File: src/rtl/note_sequencer.sv
// note_sequencer: buffers microcontroller note commands in a FIFO and plays each one for a timed duration,
// with a silent gap after every note or rest.
module note_sequencer #(
    parameter int TICK_DIV    = 50000,
    parameter int SHORT_TICKS = 150,
    parameter int LONG_TICKS  = 450,
    parameter int GAP_TICKS   = 50,
    parameter int DEPTH       = 8
) (
    input  logic       clk,
    input  logic       reset,
    input  logic       wr_en,
    input  logic [7:0] wr_data,
    output logic       full,
    output logic       empty,
    output logic [3:0] count,
    output logic       overflow,
    output logic       busy,
    output logic       audio_enable,
    output logic [3:0] note,
    output logic       short,
    output logic       long
);
    localparam int AW     = DEPTH > 1 ? $clog2(DEPTH) : 1;
    localparam int MAX_PS = LONG_TICKS > SHORT_TICKS ? LONG_TICKS : SHORT_TICKS;
    localparam int MAX_T  = MAX_PS > GAP_TICKS ? MAX_PS : GAP_TICKS;
    localparam int TW     = MAX_T > 1 ? $clog2(MAX_T) : 1;
    localparam int PW     = TICK_DIV > 1 ? $clog2(TICK_DIV) : 1;

    typedef enum logic [1:0] {IDLE, PLAY, GAP} state_t;

    logic [5:0]    r_mem [DEPTH];
    logic [AW-1:0] r_wr_ptr, r_rd_ptr;
    logic [3:0]    r_count;
    logic          r_full, r_empty, r_overflow;
    state_t        r_state;
    logic          r_pending;
    logic [3:0]    r_code;
    logic [1:0]    r_kind;
    logic [PW-1:0] r_pre;
    logic [TW-1:0] r_ticks;
    logic          r_audio, r_short, r_long;
    logic [3:0]    r_note;

    logic [5:0] w_head;
    logic       w_pop, w_flush, w_push, w_drop, w_tick, w_play_last, w_gap_last;
    logic [3:0] w_count_nxt;
    logic       w_unused;

    assign w_unused    = ^wr_data[1:0];
    assign w_head      = r_mem[r_rd_ptr];
    // The pop cycle only latches the command; PLAY starts on the following edge.
    assign w_pop       = r_state == IDLE && !r_pending && !r_empty;
    assign w_flush     = w_pop && w_head[1:0] == 2'b11;
    assign w_push      = wr_en && !w_flush && (r_count != 4'(DEPTH) || w_pop);
    assign w_drop      = wr_en && r_count == 4'(DEPTH) && !w_pop;
    assign w_count_nxt = w_flush ? 4'd0 : r_count + {3'b0, w_push} - {3'b0, w_pop};
    assign w_tick      = r_pre == PW'(TICK_DIV - 1);
    assign w_play_last = r_ticks == (r_kind == 2'b01 ? TW'(LONG_TICKS - 1) : TW'(SHORT_TICKS - 1));
    assign w_gap_last  = r_ticks == TW'(GAP_TICKS - 1);

    assign full         = r_full;
    assign empty        = r_empty;
    assign count        = r_count;
    assign overflow     = r_overflow;
    assign busy         = r_state != IDLE;
    assign audio_enable = r_audio;
    assign note         = r_note;
    assign short        = r_short;
    assign long         = r_long;

    always_ff @(posedge clk)
        if (w_push) r_mem[r_wr_ptr] <= wr_data[7:2];

    always_ff @(posedge clk) begin
        if (reset) begin
            r_wr_ptr   <= '0;
            r_rd_ptr   <= '0;
            r_count    <= '0;
            r_full     <= 1'b0;
            r_empty    <= 1'b1;
            r_overflow <= 1'b0;
        end else begin
            if (w_push) r_wr_ptr <= r_wr_ptr + AW'(1);
            if (w_flush) r_rd_ptr <= r_wr_ptr;
            else if (w_pop) r_rd_ptr <= r_rd_ptr + AW'(1);
            r_count    <= w_count_nxt;
            r_full     <= w_count_nxt == 4'(DEPTH);
            r_empty    <= w_count_nxt == 4'd0;
            r_overflow <= r_overflow | w_drop;
        end
    end

    always_ff @(posedge clk) begin
        if (reset) begin
            r_state   <= IDLE;
            r_pending <= 1'b0;
            r_code    <= '0;
            r_kind    <= '0;
            r_pre     <= '0;
            r_ticks   <= '0;
            r_audio   <= 1'b0;
            r_note    <= '0;
            r_short   <= 1'b0;
            r_long    <= 1'b0;
        end else begin
            case (r_state)
                IDLE: begin
                    if (r_pending) begin
                        r_state   <= PLAY;
                        r_pending <= 1'b0;
                        r_pre     <= '0;
                        r_ticks   <= '0;
                        r_audio   <= r_kind != 2'b10;
                        r_note    <= r_kind == 2'b10 ? 4'd0 : r_code;
                        r_short   <= r_kind == 2'b00;
                        r_long    <= r_kind == 2'b01;
                    end else if (w_pop && !w_flush) begin
                        r_pending <= 1'b1;
                        r_code    <= w_head[5:2];
                        r_kind    <= w_head[1:0];
                    end
                end
                PLAY: begin
                    r_pre <= w_tick ? '0 : r_pre + PW'(1);
                    if (w_tick && w_play_last) begin
                        r_state <= GAP;
                        r_ticks <= '0;
                        r_audio <= 1'b0;
                        r_short <= 1'b0;
                        r_long  <= 1'b0;
                    end else if (w_tick) r_ticks <= r_ticks + TW'(1);
                end
                GAP: begin
                    r_pre <= w_tick ? '0 : r_pre + PW'(1);
                    if (w_tick && w_gap_last) r_state <= IDLE;
                    else if (w_tick) r_ticks <= r_ticks + TW'(1);
                end
                default: r_state <= IDLE;
            endcase
        end
    end
endmodule

File: config.mk
export PLATFORM = sky130hd
export DESIGN_NAME = note_sequencer
export DESIGN_NICKNAME = d
export VERILOG_FILES = /design/src/rtl/note_sequencer.sv
export SDC_FILE = /design/constraint.sdc
export NUM_CORES = 1
export LEC_CHECK = 0
export CORE_ASPECT_RATIO = 0.6
export CORE_UTILIZATION = 63
export DETAILED_ROUTE_END_ITERATION = 16
export DONT_BUFFER_PORTS = 1
export PLACE_DENSITY = 0.79
export SKIP_CTS_REPAIR_TIMING = 1
export SLEW_MARGIN = 10
export SYNTH_ARGS = -nofsm -noshare
export SYNTH_HDL_FRONTEND = slang
export SYNTH_SLANG_ARGS = --single-unit
File: constraint.sdc
create_clock -name clk -period 3.7 [get_ports clk]
set_clock_uncertainty 0.1 [all_clocks]
set_input_delay 0.37 -clock clk [delete_from_list [all_inputs] [get_ports clk]]
set_output_delay 0.37 -clock clk [all_outputs]
set_load 0.02 [all_outputs]
# Word level (Yosys, flattened, before mapping)
# Memories as Yosys holds them, arrays and structs flattened. A register that Yosys moved wholly into a read port is not among the register bits.
# Index checks and enable logic that the tools add are counted.
[word_totals] ff_bits=54 latch_bits=0 mem_bits_rw=48 rom_bits=0 inputBits=11 out_inout_bits=15 elab_cells=101 n_memories=1
[mem_list] name="r_mem" depth=8 word_bits=6 rd=1 rd_clocked_by_memory_dff=1 write_ports=1 line_no="32" source="logic [5:0] r_mem [DEPTH];"
[classes] n_addsub=6 n_mul=0 div=0 magnitude_cmp=0 eq_ne=16 shift=0 muxes=30 bitwise=2 reduce_logical=30
[op_table] op="2-to-1 mux 9 bit" count=5
[op_table] op="2-to-1 mux 16 bit" count=2
[op_table] op="case mux 16 bit (2 select lines)" count=1
[op_table] op="case mux 9 bit (3 select lines)" count=1
[op_table] op="adder 16 x 1 -> 16 bit (second input constant)" count=1
[op_table] op="== test 16 bit (second input constant)" count=1
[op_table] op="2-to-1 mux 3 bit" count=4
[op_table] op="AND reduction 3 bit" count=4
[op_table] op="logical AND 1 bit" count=10
[op_table] op="!= test 2 bit (second input constant)" count=5
[op_table] op="adder 9 x 1 -> 9 bit (second input constant)" count=1
[op_table] op="== test 9 x 6 -> 1 bit (second input constant)" count=1
[op_table] op="== test 9 bit" count=1
[op_table] op="== test 4 bit (second input constant)" count=2
[op_table] op="2-to-1 mux 1 bit" count=8
[op_table] op="2-to-1 mux 4 bit" count=2
[op_table] op="nonzero test 2 bit" count=4
[op_table] op="adder 3 x 1 -> 3 bit (second input constant)" count=2
[op_table] op="== test 2 bit (second input constant)" count=3
[op_table] op="2-to-1 mux 2 bit" count=3
[op_table] op="case mux 1 bit (2 select lines)" count=3
[op_table] op="case mux 2 bit (3 select lines)" count=1
[op_table] op="adder 4 x 1 -> 4 bit" count=1
[op_table] op="== test 2 x 1 -> 1 bit (second input constant)" count=2
[op_table] op="other kinds (11)" count=16

# Depth between registers and ports, before layout
# Gate-level depths: netlist of the first run.
[depth] depth_word=11 depth_mapped=14 depth_no_buf=13

# Worst setup path before layout of the first run
# No wires, ideal clock.
[synth_path] path_type="flip-flop to flip-flop" startpoint="register with a tool-made name" endpoint="register r_empty, in the netlist empty" setup_time_ps=58 t_arrival_ps=2778 required_ps=3542 slack_ps=763 stages_incl_launch_ff=14 n_path_buf=1 period_less_slack_ps=2937 path_cell_list="dfxtp_1 buf_6 mux4_2 mux2i_4 nor3_4 nand2b_4 o21ai_0 ha_1 inv_1 fa_1 xor2_1 nand3b_1 nand2b_1 nand2_1"
[synth_rtl] item="to (signal assigned)" line_no="81" source="r_empty <= 1'b1;"
[synth_rtl] item="to (signal assigned)" line_no="89" source="r_empty <= w_count_nxt == 4'd0;"
[synth_rtl] item="to (decl)" line_no="35" source="logic r_full, r_empty, r_overflow;"

==> results.cfg, run 1 <==
[timing]
fin_crit_sh_pct = 92.8
slew_viol_final = 0
final.min_clock_period_ps = 3430
slew_headroom_pct = 29.0
rsz0062_at_grt = no
finalSetupTns_ps = 0
setup_violations = 0
worst_pin_slew_ps = 1060
setup_slack_ps = 267
hold_viol = 0
fmax_ghz = 0.291

[worst_setup_path]
r2r_slack_ps = 270
r2r_cells = 12
critical_path.max_fanout = 6
max_stage_delay_ps = 620
required_ps = 3890
worst_ep_arrival_time_ps = 3620
slowest_stage = mux4_1
crit_type = reg2reg
critical_path.cell_chain = mux4_1 -> mux2i_2 -> nor3_4 -> nand2b_4 -> o21ai_0 -> ha_1 -> inv_1 -> fa_1 -> xor2_1 -> nand3b_1 -> nand2b_1 -> nand2_1
r2r_end = empty
cp-start-kind = flop
endpoint_kind = flop

[clock_network]
worstSkewPairLatency_ps = 350
clock_path_buffers = 2
cts_made_buffers = 9
numClockSinks = 105
cts_tree = built
htree_num_levels = 3
clkTransAtPathRegs_ps = 70
cts_root_buf = clkbuf_16

[routing]
drc_errors = 0
ant_nets = 0
wl_per_cell_um = 19.3
via_per_inst = 6.29
dr.pass1.iters = 8
vias = 3307
drt_wl_total_mm = 10.2
dr.first_iter.drc_count = 339

[finish]
fin_nets = 443
design_area_sq_mm = 0.00524
n_antenna_cell = 0
n_fill_cell = 504
stdcell_count = 526
drive_above_1_share_pct = 12.6
syn2layout_area_growth_pct = 10.2

[floorplanning]
die-area_sq_mm = 0.00791
die_y_um = 69.3
start_util_pct = 65.2
coreArea_sq_mm = 0.00730
rows = 24
chipWidth_um = 114
ioPinCount = 26

[grt]
grt_max_degree = 40
antenna_found_initial = 0
grt_use_total_pct = 27.4
grt_overflow = 0
first_global_vias = 3139
grt_pass1_wl_mm = 16.2

[min_path]
hold_class = in2reg
min_to = count[2]
holdCritStartpoint = reset
hold_path_depth = 1

[placement]
routabilityCongestion = 0.813
hpwl_mm = 6.87
dp_cells = 505
io_buffers = 0
placedInstanceArea_sq_mm = 0.00492
place_ws_ps = 363

[synthesis]
avgSynthCellArea_sq_um = 11.8
yosysWarnings = 0
synth_area_leader_cell = edfxtp_1
yosysMostFrequentCell = dfxtp_1
netlist.area_leader.share_pct = 30.3
syn-num-nets = 428
synth.distinct_cells = 66
async_reset_ff_share_pct = 0
synth_edf_count = 48
ys_seq_area_share_pct = 54.3
synth_common_cells = dfxtp_1, nor2_1, edfxtp_1, nand2_1, nor3_1
ys.flop_type = dfxtp_1
yosys_register_bits = 105
syn_area_sq_mm = 0.00476
synth_area_leaders = edfxtp_1, dfxtp_1, nor2_1
synth_cells = 402

[status]
status = complete, no violations

[power]
power_leakage_nw = 1.82
peakVddDrop_mv = 0.456
p_sw_w = 0.00118
power_density_mw_per_mm2 = 660
internal-power_w = 0.00228
p_seq_share_pct = 43.9
swShare_pct = 34.1
pwr-share-clk_pct = 25.5
combinationalPowerShare_pct = 30.6

[flow_run]
cap_viol_max_count = 0
cell type report:
| type | instances | area, sq um | area share (%) |
|---|---|---|---|
| Clock buffer | 15 | 268 | 5.11 |
| Clock inverter | 1 | 5.00 | 0.0954 |
| Inverter | 12 | 45.0 | 0.859 |
| Multi-Input combinational cell | 270 | 2060 | 39.3 |
| Sequential cell | 105 | 2580 | 49.2 |
| Tap cell | 104 | 130 | 2.48 |
| Timing Repair Buffer | 19 | 155 | 2.96 |
cell families after synthesis:
family | share of synthesized area, %
fa+ha+maj | 4.10
simple gates | 18.5
mux | 9.39
compound gates | 8.55
buf+inv | 2.45
flops | 54.3
xor+xnor | 2.76
cells in the final DEF (no fill, tap or decap), types with 2 or more instances in the layout:
master,Yosys,routed
a211oi_1,5,5
a21o_1,2,2
a21oi_1,13,13
a22oi_1,7,7
a31oi_1,5,5
a41oi_1,2,2
and2_1,5,5
and3_1,3,3
buf_4,0,14
clkbuf_1,7,4
clkbuf_16,0,9
clkbuf_8,0,2
dfxtp_1,57,57
dlygate4sd3_1,0,5
edfxtp_1,48,48
ha_1,14,14
inv_1,12,12
mux2i_1,11,11
mux4_1,4,4
mux4_2,8,8
nand2_1,21,21
nand2b_1,6,6
nand3_1,12,12
nand3b_1,2,2
nand4_1,9,9
nor2_1,50,50
nor2_4,2,2
nor2b_1,2,2
nor3_1,15,15
nor3_4,2,2
nor3b_1,2,2
nor4_1,4,4
nor4bb_1,2,2
o21ai_0,10,10
o31ai_1,8,8
xnor2_1,4,4
xor2_1,11,11
critical path: cells and delay by family, from the launching register on:
family	cells	cell delay [ps]
AOI/OAI and AO/OA	1	210
xor gates and xnor gates	1	220
adders and majority gates	2	620
buffers and inverters	1	80
DFF	1	530
muxes	2	970
and+or+nand+nor	5	660
registers in the layout (all words and copies together), names as in the netlist, named ones only:
signal	flops
r_code	4
r_rd_ptr	3
r_kind	2
overflow	1
audio_enable	1
r_pre	16
r_ticks	9
long	1
note	4
r_state	2
count	4
full	1
short	1
r_mem	48
r_wr_ptr	3
empty	1
r_pending	1
worst max-delay path by stage:
stage / end / start / slack, ps / cells after the start
after floorplan: empty / flop / 760 / 13
after global placement: empty / flop / 530 / 12
after detailed placement: empty / flop / 360 / 11
after CTS: empty / flop / 240 / 11
after global routing: empty / flop / 40 / 11
final: empty / flop / 270 / 12
per-stage QoR:
step	power [W]	hold slack, ps	util [%]
2_1_floorplan	0.00228	333	-
3_3_place_gp	0.00250	342	67.4
3_5_place_dp	0.00255	346	67.4
4_1_cts	0.00344	-20.3	71.2
5_1_grt	0.00363	1.62	71.9
6_report	0.00346	13.3	71.9
layer usage:
metal	global-route usage, %	share of wire [%]	vias to the layer above
li1	-	-	1529
met1	39.8	45	1590
met2	39.3	43	169
met3	9.35	11	19
met4	6.93	1.3	0
met5	0	0	-
power groups by stage:
stage / Combinational [W] / Clock [W] / Sequential [W]
finish: 0.00106 / 0.000881 / 0.00152
global route: 0.00116 / 0.000937 / 0.00154
CTS: 0.00104 / 0.000886 / 0.00152
detailed placement: 0.00101 / 0 / 0.00154
global placement: 0.000971 / 0 / 0.00153
floorplan: 0.000789 / 0 / 0.00149
(Power assumes the default switching activity.)
==> run 2: changes to the inputs <==
--- a/config.mk
+++ b/config.mk
@@ -10,6 +10,7 @@
 export DETAILED_ROUTE_END_ITERATION = 16
 export DONT_BUFFER_PORTS = 1
 export PLACE_DENSITY = 0.79
+export RECOVER_POWER = 100
 export SKIP_CTS_REPAIR_TIMING = 1
 export SLEW_MARGIN = 10
 export SYNTH_ARGS = -nofsm -noshare
==> run 2 against run 1 <==
Compared with the run above: sequential power about the same; core utilization down 1.2 points; wire length down 0.39%; die area unchanged; global-route usage unchanged; setup slack worse by 44 ps; register-to-register slack worse by 40 ps; sequential share of layout area up 0.82 points.
==> results.cfg, run 2 (synthesis results as in run 1) <==
[power]
p_sw_w = 0.00115
swShare_pct = 33.9
combinationalPowerShare_pct = 29.5
power_density_mw_per_mm2 = 660
p_seq_share_pct = 44.7
pwr-share-clk_pct = 25.8
power_leakage_nw = 1.77
internal-power_w = 0.00225
peakVddDrop_mv = 0.455

[worst_setup_path]
cp-start-kind = flop
worst_ep_arrival_time_ps = 3610
r2r_cells = 13
critical_path.max_fanout = 6
crit_type = reg2reg
endpoint_kind = flop
required_ps = 3840

[floorplanning]
die_y_um = 69.3
die-area_sq_mm = 0.00791
start_util_pct = 65.2
coreArea_sq_mm = 0.00730
rows = 24
ioPinCount = 26
chipWidth_um = 114

[status]
status = complete, no violations

[min_path]
hold_path_depth = 1
hold_class = in2reg

[grt]
antenna_found_initial = 0
grt_use_total_pct = 27.4
grt_max_degree = 40
grt_pass1_wl_mm = 16.2
grt_use_met1_pct = 39.8
grt_use_met2_pct = 39.3
grt_overflow = 0
grt_busiest_layer = met1
first_global_vias = 3139
grt_use_met3_pct = 9.35

[timing]
slew_viol_final = 0
fmax_ghz = 0.288
hold_viol = 0
setup_slack_ps = 223
slew_headroom_pct = 28.8
fin_crit_sh_pct = 94.0
finalSetupTns_ps = 0
worst_pin_slew_ps = 1060
setup_violations = 0
final.min_clock_period_ps = 3480
rsz0062_at_grt = no

[finish]
top_register = r_mem
n_antenna_cell = 0
largest_register_ffs = 48
fin_util_pct = 70.7
reg.largest.list = r_mem: 48 flops, r_pre: 16 flops, r_ticks: 9 flops
final_cell_mix = dfxtp_1, nor2_1, edfxtp_1
final_common_cell = dfxtp_1
drive_above_1_share_pct = 9.00
fin_nets = 443
syn2layout_area_growth_pct = 8.42

[flow_run]
cap_viol_max_count = 0

[clock_network]
worstSkewPairLatency_ps = 350
numClockSinks = 105
clock_path_buffers = 2
cts_made_buffers = 9
cts_tree = built
cts_root_buf = clkbuf_16
clkTransAtPathRegs_ps = 70
htree_num_levels = 3

[routing]
vias = 3287
via_per_inst = 6.25
drc_errors = 0
wl_per_cell_um = 19.2
dr.first_iter.drc_count = 396
ant_nets = 0
dr.pass1.iters = 5
drt_wl_total_mm = 10.1

[placement]
place_ws_ps = 363
io_buffers = 0
routabilityCongestion = 0.813
hpwl_mm = 6.87
==> run 2: layer usage <==
| metal | share of wire, % | wire [um] | up-vias |
|---|---|---|---|
| met4 | 1.2 | 117 | 0 |
| met5 | 0 | 0 | - |
| met1 | 46 | 4670 | 1586 |
| li1 | - | - | 1535 |
| met3 | 9.3 | 940 | 17 |
| met2 | 43 | 4390 | 149 |
==> run 2: worst max-delay path, cell delays in order, from the launching register on <==
cell and delay [ps]:
dfxtp_1 340, inv_1 120, ha_1 290, or3b_1 450, clkbuf_1 220, nor3_1 420, nand2b_4 240, o21ai_0 100
ha_1 250, inv_1 90, fa_1 430, nand3b_1 140, nand2b_1 120, nand2_1 50
==> run 2: final cells by class <==
cell class / count / area [sq um]
multi-input cells: 270 / 2010
flip-flops and latches: 105 / 2580
clock inverters: 1 / 5.00
fillers: 520 / 2140
well taps: 104 / 130
repair buffers: 19 / 121
inverters: 12 / 45.0
clock buffers: 15 / 268
==> run 2: through the flow <==
| step | power [W] | instance area, sq um | cells | hold WS, ps |
|---|---|---|---|---|
| 5_1_grt | 0.00358 | 5160 | 526 | 1.62 |
| 4_1_cts | 0.00344 | 5190 | 521 | -20.3 |
| 3_5_place_dp | 0.00255 | 4920 | 505 | 346 |
| 6_report | 0.00340 | 5160 | 526 | 12.4 |
| 3_3_place_gp | 0.00250 | 4920 | 505 | 342 |
| 2_1_floorplan | 0.00228 | 4760 | 402 | 333 |
==> run 2: power groups by stage <==
stage | registers [W] | logic [W] | clock network, W
floorplan | 0.00149 | 0.000789 | 0
global placement | 0.00153 | 0.000971 | 0
detailed placement | 0.00154 | 0.00101 | 0
CTS | 0.00152 | 0.00104 | 0.000886
global route | 0.00154 | 0.00110 | 0.000937
finish | 0.00152 | 0.00100 | 0.000878
==> run 2: worst paths after layout <==
path	from	endpoint	slack, ps
min	reset	count[2]	10
max	r_state[0]	empty	220
min reg2reg	r_pre[15]	r_pre[15]	390
max reg2reg	r_state[0]	empty	220
==> run 3: changes to the inputs <==
--- a/config.mk
+++ b/config.mk
@@ -6,10 +6,10 @@
 export NUM_CORES = 1
 export LEC_CHECK = 0
 export CORE_ASPECT_RATIO = 0.6
-export CORE_UTILIZATION = 63
+export CORE_UTILIZATION = 57
 export DETAILED_ROUTE_END_ITERATION = 16
 export DONT_BUFFER_PORTS = 1
-export PLACE_DENSITY = 0.79
+export PLACE_DENSITY = 0.75
 export RECOVER_POWER = 100
 export SKIP_CTS_REPAIR_TIMING = 1
 export SLEW_MARGIN = 10
==> constraint.sdc (replaced) <==
create_clock -name clk -period 2.9 [get_ports clk]
set_clock_uncertainty 0.1 [all_clocks]
set_input_delay 0.29 -clock clk [delete_from_list [all_inputs] [get_ports clk]]
set_output_delay 0.29 -clock clk [all_outputs]
set_load 0.02 [all_outputs]
==> run 3 against run 2 <==
Compared with the run above: the run now ends with setup timing left; setup slack worse by 230 ps; first-iteration DRC count decreased by 16%; register-to-register slack worse by 230 ps; via count increased by 1.8%; global-route usage fell by 2.1 points; non-clock buffer count rose by 17; hold slack improved by 78 ps; total power grew 37%; critical path type unchanged; largest cell class unchanged; largest power group unchanged.
==> results.cfg, run 3 (synthesis results as in run 1) <==
[power]
power_leakage_nw = 1.90
combinationalPowerShare_pct = 33.0
p_total_w = 0.00465
pwr-share-clk_pct = 25.9
power_density_mw_per_mm2 = 853
p_seq_share_pct = 41.1
p_sw_w = 0.00159
internal-power_w = 0.00307
swShare_pct = 34.1
peakVddDrop_mv = 0.523

[finish]
drive_above_1_share_pct = 17.5
top_register = r_mem
syn2layout_area_growth_pct = 14.7
n_antenna_cell = 0
largest_register_ffs = 48
reg.largest.list = r_mem: 48 flops, r_pre: 16 flops, r_ticks: 9 flops
n_fill_cell = 594
final_cell_mix = dfxtp_1, nor2_1, edfxtp_1
multi_input_area_sq_mm = 0.00209
regArea_sq_mm = 0.00259
stdcell_count = 547
fin_nets = 460
final_common_cell = dfxtp_1

[placement]
hpwl_mm = 7.01
io_buffers = 0
routabilityCongestion = 0.806
dp_cells = 521

[worst_setup_path]
endpoint_kind = flop
crit_type = reg2reg
cp-start-kind = flop
critical_path.max_fanout = 3
required_ps = 3040
worst_ep_arrival_time_ps = 3040

[floorplanning]
ioPinCount = 26
die_y_um = 72.8
die-area_sq_mm = 0.00873
chipWidth_um = 120
coreArea_sq_mm = 0.00798
start_util_pct = 59.6
rows = 25

[timing]
slew_viol_final = 0
fin_crit_sh_pct = 100
hold_viol = 0
slew_headroom_pct = 51.5
hold-worst-slack_ps = 89.9
setup_violations = 1
final.min_clock_period_ps = 2900
worst_pin_slew_ps = 721
rsz0062_at_grt = yes
fmax_ghz = 0.344
setup_slack_ps = -3.97

[clock_network]
worstSkewPairLatency_ps = 350
cts_root_buf = clkbuf_16
clock_path_buffers = 2
clkTransAtPathRegs_ps = 70
cts_made_buffers = 9
numClockSinks = 105
cts_tree = built
htree_num_levels = 3

[routing]
via_per_inst = 6.12
dr.pass1.iters = 6
drt_wl_total_mm = 10.4
ant_nets = 0
wl_per_cell_um = 18.9
drc_errors = 0
vias = 3346
dr.first_iter.drc_count = 334

[status]
status = finished, violations left
violations = setup timing

[grt]
antenna_found_initial = 0
grt_busiest_layer = met1
grt_overflow = 0
grt_max_degree = 40
grt_use_met1_pct = 37.1
grt_use_met3_pct = 8.52
grt_use_met2_pct = 35.8
first_global_vias = 3044
grt_pass1_wl_mm = 16.3
grt_use_total_pct = 25.2

[min_path]
hold_class = in2reg

[flow_run]
cap_viol_max_count = 0
run 3: cell count changes in the layout (fill, tap and decap cells not counted), sizes merged:
cell	change
buf	+21
clkbuf	-11
clkinvlp	+2
dlygate4sd3	+2
bufinv	+1
clkinv	+1
inv	+1
run 3: layout make-up:
type | count | area share [%]
clock buffer | 10 | 4.20
tap | 108 | 2.48
multi-input combinational | 270 | 38.4
timing repair buffer | 36 | 5.53
sequential | 105 | 47.4
clock inverter | 6 | 1.22
inverter | 12 | 0.825
run 3: through the flow:
step                area (sq um)  util, %  worst slack, ps  TNS [ps]
floorplan                   4760        -             4.22         0
global placement            5030     63.1             9.23         0
detailed placement          5030     63.1            -17.7     -23.6
CTS                         5330     66.8            -75.0      -129
global route                5460     68.4             -153      -337
finish                      5460     68.4            -3.97     -3.97
run 3: power groups by stage:
stage	Sequential [W]	Combinational (W)	Clock, W
4_1_cts	0.00191	0.00141	0.00122
5_1_grt	0.00193	0.00169	0.00129
3_5_place_dp	0.00194	0.00140	0
2_1_floorplan	0.00190	0.00101	0
3_3_place_gp	0.00193	0.00135	0
6_report	0.00191	0.00154	0.00121
run 3: per-layer routing:
layer | vias up | routed length, um
li1 | 1562 | -
met1 | 1660 | 5110
met2 | 111 | 4410
met3 | 13 | 687
met4 | 0 | 143
met5 | - | 0
run 3: worst paths after layout:
kind / from / end / slack, ps / depth (start not counted)
setup / recovery: flop / empty / -4 / 13
hold / removal: reset / r_pre[13] / 90 / 2
hold reg to reg: r_pre[15] / r_pre[15] / 380 / 1
setup reg to reg: flop / empty / -4 / 13
run 3: critical path, cell delays in order, from the launching register on:
cell	delay, ps
dfxtp_4	370
buf_12	110
mux4_2	540
mux2i_4	260
nor3_4	60
nand2b_4	150
o21ai_2	110
ha_2	200
inv_2	40
fa_2	360
xor2_2	190
nand3b_1	130
nand2b_1	130
nand2_1	50
